===== config.mk =====
export PLATFORM = sky130hd
export DESIGN_NAME = sram_port_arbiter
export DESIGN_NICKNAME = d
export VERILOG_FILES = /design/src/rtl/sram_port_arbiter.sv
export SDC_FILE = /design/constraint.sdc
export NUM_CORES = 1
export LEC_CHECK = 0
export ABC_AREA = 1
export CORE_AREA = 4 4 119 121
export DETAILED_ROUTE_END_ITERATION = 10
export DIE_AREA = 0 0 123 125
export HOLD_SLACK_MARGIN = 0.06
export REMOVE_ABC_BUFFERS = 1
export SLEW_MARGIN = 10
export SYNTH_ARGS = -nofsm -noshare
export SYNTH_HDL_FRONTEND = slang
export SYNTH_SLANG_ARGS = --single-unit

===== constraint.sdc =====
create_clock -name clk -period 1.7 [get_ports clk]
set_input_delay 0.34 -clock clk [delete_from_list [all_inputs] [get_ports clk]]
set_output_delay 0.34 -clock clk [all_outputs]
set_load 0.1 [all_outputs]

===== src/rtl/sram_port_arbiter.sv =====
`timescale 1ns/1ps
// -----------------------------------------------------------------------------
// sram_port_arbiter
//
// Shares one single-port synchronous SRAM between two requesters. Port 0 is
// instruction fetch and port 1 is data access. At most one access is granted
// per cycle. An owner pipeline of RD_LATENCY stages records who issued each
// access, so that every response returns to the port that issued it.
//
// Parameters
//   RD_LATENCY : SRAM read latency in cycles (legal range 1..4)
//   ARB_MODE   : 0 = round-robin, 1 = fixed priority (port 1 wins)
//
// Ports
//   clk, resetn               clock / asynchronous active-low reset
//   pX_req, pX_wr             request, write(1)/read(0)
//   pX_wstrb, pX_addr         byte strobes, byte address
//   pX_wdata                  write data
//   pX_addr_ok                request accepted this cycle
//   pX_data_ok, pX_rdata      response valid, read data (pass-through)
//   sram_en, sram_we          SRAM enable, byte write enables
//   sram_addr, sram_wdata     SRAM address, write data
//   sram_rdata                SRAM read data, RD_LATENCY cycles after enable
// -----------------------------------------------------------------------------
module sram_port_arbiter #(
    parameter int unsigned RD_LATENCY = 1,
    parameter int unsigned ARB_MODE   = 0
) (
    input  logic        clk,
    input  logic        resetn,

    input  logic        p0_req,
    input  logic        p0_wr,
    input  logic [3:0]  p0_wstrb,
    input  logic [31:0] p0_addr,
    input  logic [31:0] p0_wdata,
    output logic        p0_addr_ok,
    output logic        p0_data_ok,
    output logic [31:0] p0_rdata,

    input  logic        p1_req,
    input  logic        p1_wr,
    input  logic [3:0]  p1_wstrb,
    input  logic [31:0] p1_addr,
    input  logic [31:0] p1_wdata,
    output logic        p1_addr_ok,
    output logic        p1_data_ok,
    output logic [31:0] p1_rdata,

    output logic        sram_en,
    output logic [3:0]  sram_we,
    output logic [31:0] sram_addr,
    output logic [31:0] sram_wdata,
    input  logic [31:0] sram_rdata
);

    typedef enum logic {
        RR_P0 = 1'b0,
        RR_P1 = 1'b1
    } rr_ptr_t;

    rr_ptr_t                rr_q;
    logic                   gnt0;
    logic                   gnt1;
    logic                   both_req;
    logic [RD_LATENCY-1:0]  pipe_vld;
    logic [RD_LATENCY-1:0]  pipe_id;

    // Grant decision. Gated by resetn so nothing reaches the SRAM while
    // the block is held in reset.
    always_comb begin
        both_req = p0_req & p1_req;
        gnt0     = 1'b0;
        gnt1     = 1'b0;
        if (resetn) begin
            if (p1_req && (!p0_req || (ARB_MODE == 1) || (rr_q == RR_P1))) begin
                gnt1 = 1'b1;
            end else if (p0_req) begin
                gnt0 = 1'b1;
            end
        end
    end

    // Round-robin pointer only moves on contended cycles, towards the loser.
    always_ff @(posedge clk or negedge resetn) begin
        if (!resetn) begin
            rr_q <= RR_P1;
        end else if (both_req) begin
            rr_q <= gnt1 ? RR_P0 : RR_P1;
        end
    end

    // SRAM side mux; port 0 payload is presented when idle (en=0 masks it).
    always_comb begin
        p0_addr_ok = gnt0;
        p1_addr_ok = gnt1;
        sram_en    = gnt0 | gnt1;
        sram_we    = '0;
        sram_addr  = p0_addr;
        sram_wdata = p0_wdata;
        if (gnt1) begin
            sram_addr  = p1_addr;
            sram_wdata = p1_wdata;
            if (p1_wr) begin
                sram_we = p1_wstrb;
            end
        end else if (gnt0 && p0_wr) begin
            sram_we = p0_wstrb;
        end
    end

    // Owner pipeline: stage 0 captures {grant, owner}, all stages shift
    // every cycle. Reset drops every in-flight response.
    always_ff @(posedge clk or negedge resetn) begin
        if (!resetn) begin
            pipe_vld <= '0;
            pipe_id  <= '0;
        end else begin
            pipe_vld[0] <= gnt0 | gnt1;
            pipe_id[0]  <= gnt1;
            for (int unsigned i = 1; i < RD_LATENCY; i++) begin
                pipe_vld[i] <= pipe_vld[i-1];
                pipe_id[i]  <= pipe_id[i-1];
            end
        end
    end

    assign p0_data_ok = pipe_vld[RD_LATENCY-1] & ~pipe_id[RD_LATENCY-1];
    assign p1_data_ok = pipe_vld[RD_LATENCY-1] &  pipe_id[RD_LATENCY-1];
    assign p0_rdata   = sram_rdata;
    assign p1_rdata   = sram_rdata;

endmodule


### Yosys cells after proc, flatten, opt, wreduce, memory -nomap -nowiden

Index checks and enable logic that the tools add are counted.

| cells by class | value |
|---|---|
| bitwise logic cells | 5 |
| reductions and logical operators | 4 |
| muxes and demuxes | 11 |

Operator list:

| operator | number |
|---|---|
| $mux W32 | 2 |
| $mux W4 | 3 |
| $mux W1 | 6 |
| $and A1 B1 Y1 | 3 |
| $logic_and A1 B1 Y1 | 2 |
| $logic_not A1 Y1 | 1 |
| $logic_or A1 B1 Y1 | 1 |
| $not A1 Y1 | 1 |
| $or A1 B1 Y1 | 1 |

| storage, ports and cells | value |
|---|---|
| flip-flop bits (word level) | 3 |
| word-level logic and storage cells | 23 |
| output and inout bits | 137 |
| input bits | 174 |

### Longest topological paths before layout

| logic depth | value |
|---|---|
| depth after elaboration | 8 |
| depth in mapped cells | 8 |
| depth with buffers taken out | 6 |

### Worst setup path before layout

OpenSTA, ideal clock, no wires.

| timing path | value |
|---|---|
| kind | register -> output |
| start | reg rr_q |
| end | out sram_addr[22] |
| buffers on the path | 1 |
| data required time | 1.360 ns |
| stages on the path, launching flop included | 8 |
| arrival time | 2.047 ns |
| path slack | -0.687 ns |
| path through | dfstp_2 > inv_1 > nand2_2 > nand3_2 > inv_2 > buf_2 > nand2_1 > nand2_1 |

| on the way | value |
|---|---|
| word-level cells in the longest chain between the ends | 5 |

RTL lines:

| what | line | source |
|---|---|---|
| from (decl) | 62 | `rr_ptr_t rr_q;` |
| from (signal assigned) | 89 | `rr_q <= gnt1 ? RR_P0 : RR_P1;` |
| $logic_or A1 B1 Y1 | 76 | `if (p1_req && (!p0_req \|\| (ARB_MODE == 1) \|\| (rr_q == RR_P1))) begin` |
| $logic_and A1 B1 Y1 | 76 |  |
| $mux W1 | 76 |  |
| $mux W1 | 75 | `if (resetn) begin` |
| via p1_addr_ok | 46 | `output logic p1_addr_ok,` |
| $mux W32 | 101 | `if (gnt1) begin` |
| to (decl) | 52 | `output logic [31:0] sram_addr,` |

The timed path passes the listed nets, and every way through them passes these cells.

### Final worst setup path

| timing path | value |
|---|---|
| start | reg rr_q |
| end | out sram_addr[8] |

| on the way | value |
|---|---|
| word-level cells in the longest chain between the ends | 5 |

RTL lines:

| what | line |
|---|---|
| $logic_or A1 B1 Y1 | 76 |
| $logic_and A1 B1 Y1 | 76 |
| $mux W1 | 76 |
| $mux W1 | 75 |
| $mux W32 | 101 |

Every way passes these cells.

==> metrics <==
headroom to the max-slew limit 79.36%; R2R Path Start rr_q$_DFFE_PN1P_; unrepaired setup endpoints after global routing yes; FF+latch count, synth 3; CTS tree built; CTS Buffer Depth 2; die height 125 um; R2R cell count 6; WL/cell 21.58 um; WHS 224.0 ps; pre-CTS WS -401.2 ps; Top Ports 311; vias in the first global route 2788; critical path class flip-flop to output port; largest net degree at the start of global routing 34; clk root buf clkbuf_16; Final Cycle Share 121.8%; Synth Instances 309; Crit. End Element output port; Final min period 2070 ps; CP Launch Type flip-flop; die area 0.01538 mm2; Netlist Area Pre-Place 0.001524 mm2; cts bufs inserted 3; critical-path maximum fanout 5; Chip Width 123 um; Yosys warning total 0; clk_lat worst skew 220 ps; Vias/cell 4.074; # fillers 1173; total global routing overflow 0; Max Slew Vio Count 0; Worst Clk Skew 1.110 ps; DRT Wirelength 14.07 mm; FF-to-FF End pipe_vld$_DFF_PN0_; fin nets 651; Max VDD drop 0.2999 mV; initial core utilization 11.65%; gr usage total 16.32%; Syn-to-layout area delta 264.2%; max-cap violations 0; Final Hold Viols 0; Pleak 0.002636 uW; R2R setup slack 400 ps; most frequent cells in the layout clkdlybuf4s50_1, nand2_4, buf_12; Reg clk slew, reported paths 30 ps; outcome complete, but fails checks; Routed Antenna Nets 0; Seq/Total Area, Yosys 5.008%; global-route wire length before repair 18.33 mm; commonest non-fill, non-tap cell in the layout clkdlybuf4s50_1; worst slew pin tran 309.6 ps; dpl hpwl 9.968 mm; diode count 0; failing checks negative setup slack; number of remaining DRC errors 0; core area 0.01309 mm2; drt first pass iters 4; DR iter-0 viols 84; placer congestion estimate 0.8590; Syn Area/Cell 4.932 um2; Util after Layout 42.42%; Min-Delay Path Class input pin to async pin; share of cells above drive strength 1 53.99%; Power Dens Cells 661.4 mW/mm2; final worst setup slack -370.2 ps; initial antenna violation count 0; CTS Sinks 3; number of buffers inserted by port buffering 214; DR vias 2656; FP Rows 42; Fmax 483.0 MHz; # setup viols final 70; Req. time, crit path 1360 ps; maximum level of the CTS H-tree 1; CP Data Arrival Time 1730 ps; post-synthesis cell type count 15
state kept, by name, indices dropped and copies added, names as in the netlist:
| name | flops |
|---|---|
| pipe_id | 1 |
| pipe_vld | 1 |
| rr_q | 1 |
cell type report:
type / count / area [um2] / share of cell area, %
inverter: 10 / 45.04 / 0.8115
timing repair buffer: 241 / 3383 / 60.96
multi-input combinational: 218 / 1747 / 31.47
tap: 176 / 220.2 / 3.968
clock buffer: 4 / 78.83 / 1.420
sequential: 3 / 76.32 / 1.375
Yosys cell counts, drive strengths merged:
cell type	instances	area share, %
dfrtp	2	3.3
inv	10	2.5
nand4	4	1.6
clkbuf	1	0.25
nor2	1	0.25
buf	77	37
a21oi	1	0.33
nand2	209	52
dfstp	1	1.7
nand3	1	0.66
o21ai	2	0.66
through the flow:
step	cell area (um2)	instances	power (uW)	TNS, ps
6_report	5550	652	3671	-22780
5_1_grt	5550	652	3791	-27010
4_1_cts	5082	651	3527	-22950
3_5_place_dp	4173	631	2774	-24630
3_3_place_gp	4173	631	2763	-23510
2_1_floorplan	954.7	231	1561	-134370
where the power goes:
group          leakage [uW]  internal (uW)  switching (uW)  total (uW)
clock network     0.0000382            310            66.6         376
logic               0.00256           1280            1920        3200
registers         0.0000359           88.5            7.12        95.6
worst max-delay path: stages, from the launching register on:
cell	delay, ps
dfstp_2	530
inv_2	40
nand2_2	80
nand3_4	140
inv_8	120
buf_12	140
clkbuf_16	170
nand2_4	50
nand2_4	60
buf_12	170
kinds of logic after synthesis:
kind of cell / Yosys count / share of synthesized area [%]
flip-flops: 3 / 5.009
AND/OR/NAND/NOR: 215 / 54.19
buffers and inverters: 88 / 39.82
AO/OA/AOI/OAI: 3 / 0.9849
how the worst max path moves through the flow:
stage,startpoint,slack (ps),end
after floorplan,rr_q$_DFFE_PN1P_,-1910,sram_we[0]
after global placement,p0_req,-380,sram_wdata[0]
after detailed placement,p0_req,-400,sram_wdata[0]
after CTS,rr_q$_DFFE_PN1P_,-380,sram_wdata[1]
after global routing,rr_q$_DFFE_PN1P_,-430,sram_wdata[22]
final,rr_q$_DFFE_PN1P_,-370,sram_addr[8]
metal layers:
metal | global-route usage [%] | wire [um]
met2 | 25.54 | 6555
met1 | 17.39 | 4888
met5 | 9.211 | 146
met3 | 12.83 | 2445
met4 | 1.564 | 37
what timing repair did:
item / in CTS / in global routing
endpoints found under the setup margin: 71 / 71
setup buffers: 7 / 1
hold buffers: 0 / 0
gates cloned: 9 / 3
gates resized for setup: 160 / 115
pin swaps: 19 / 32
Power figures use the tool's default switching activity.
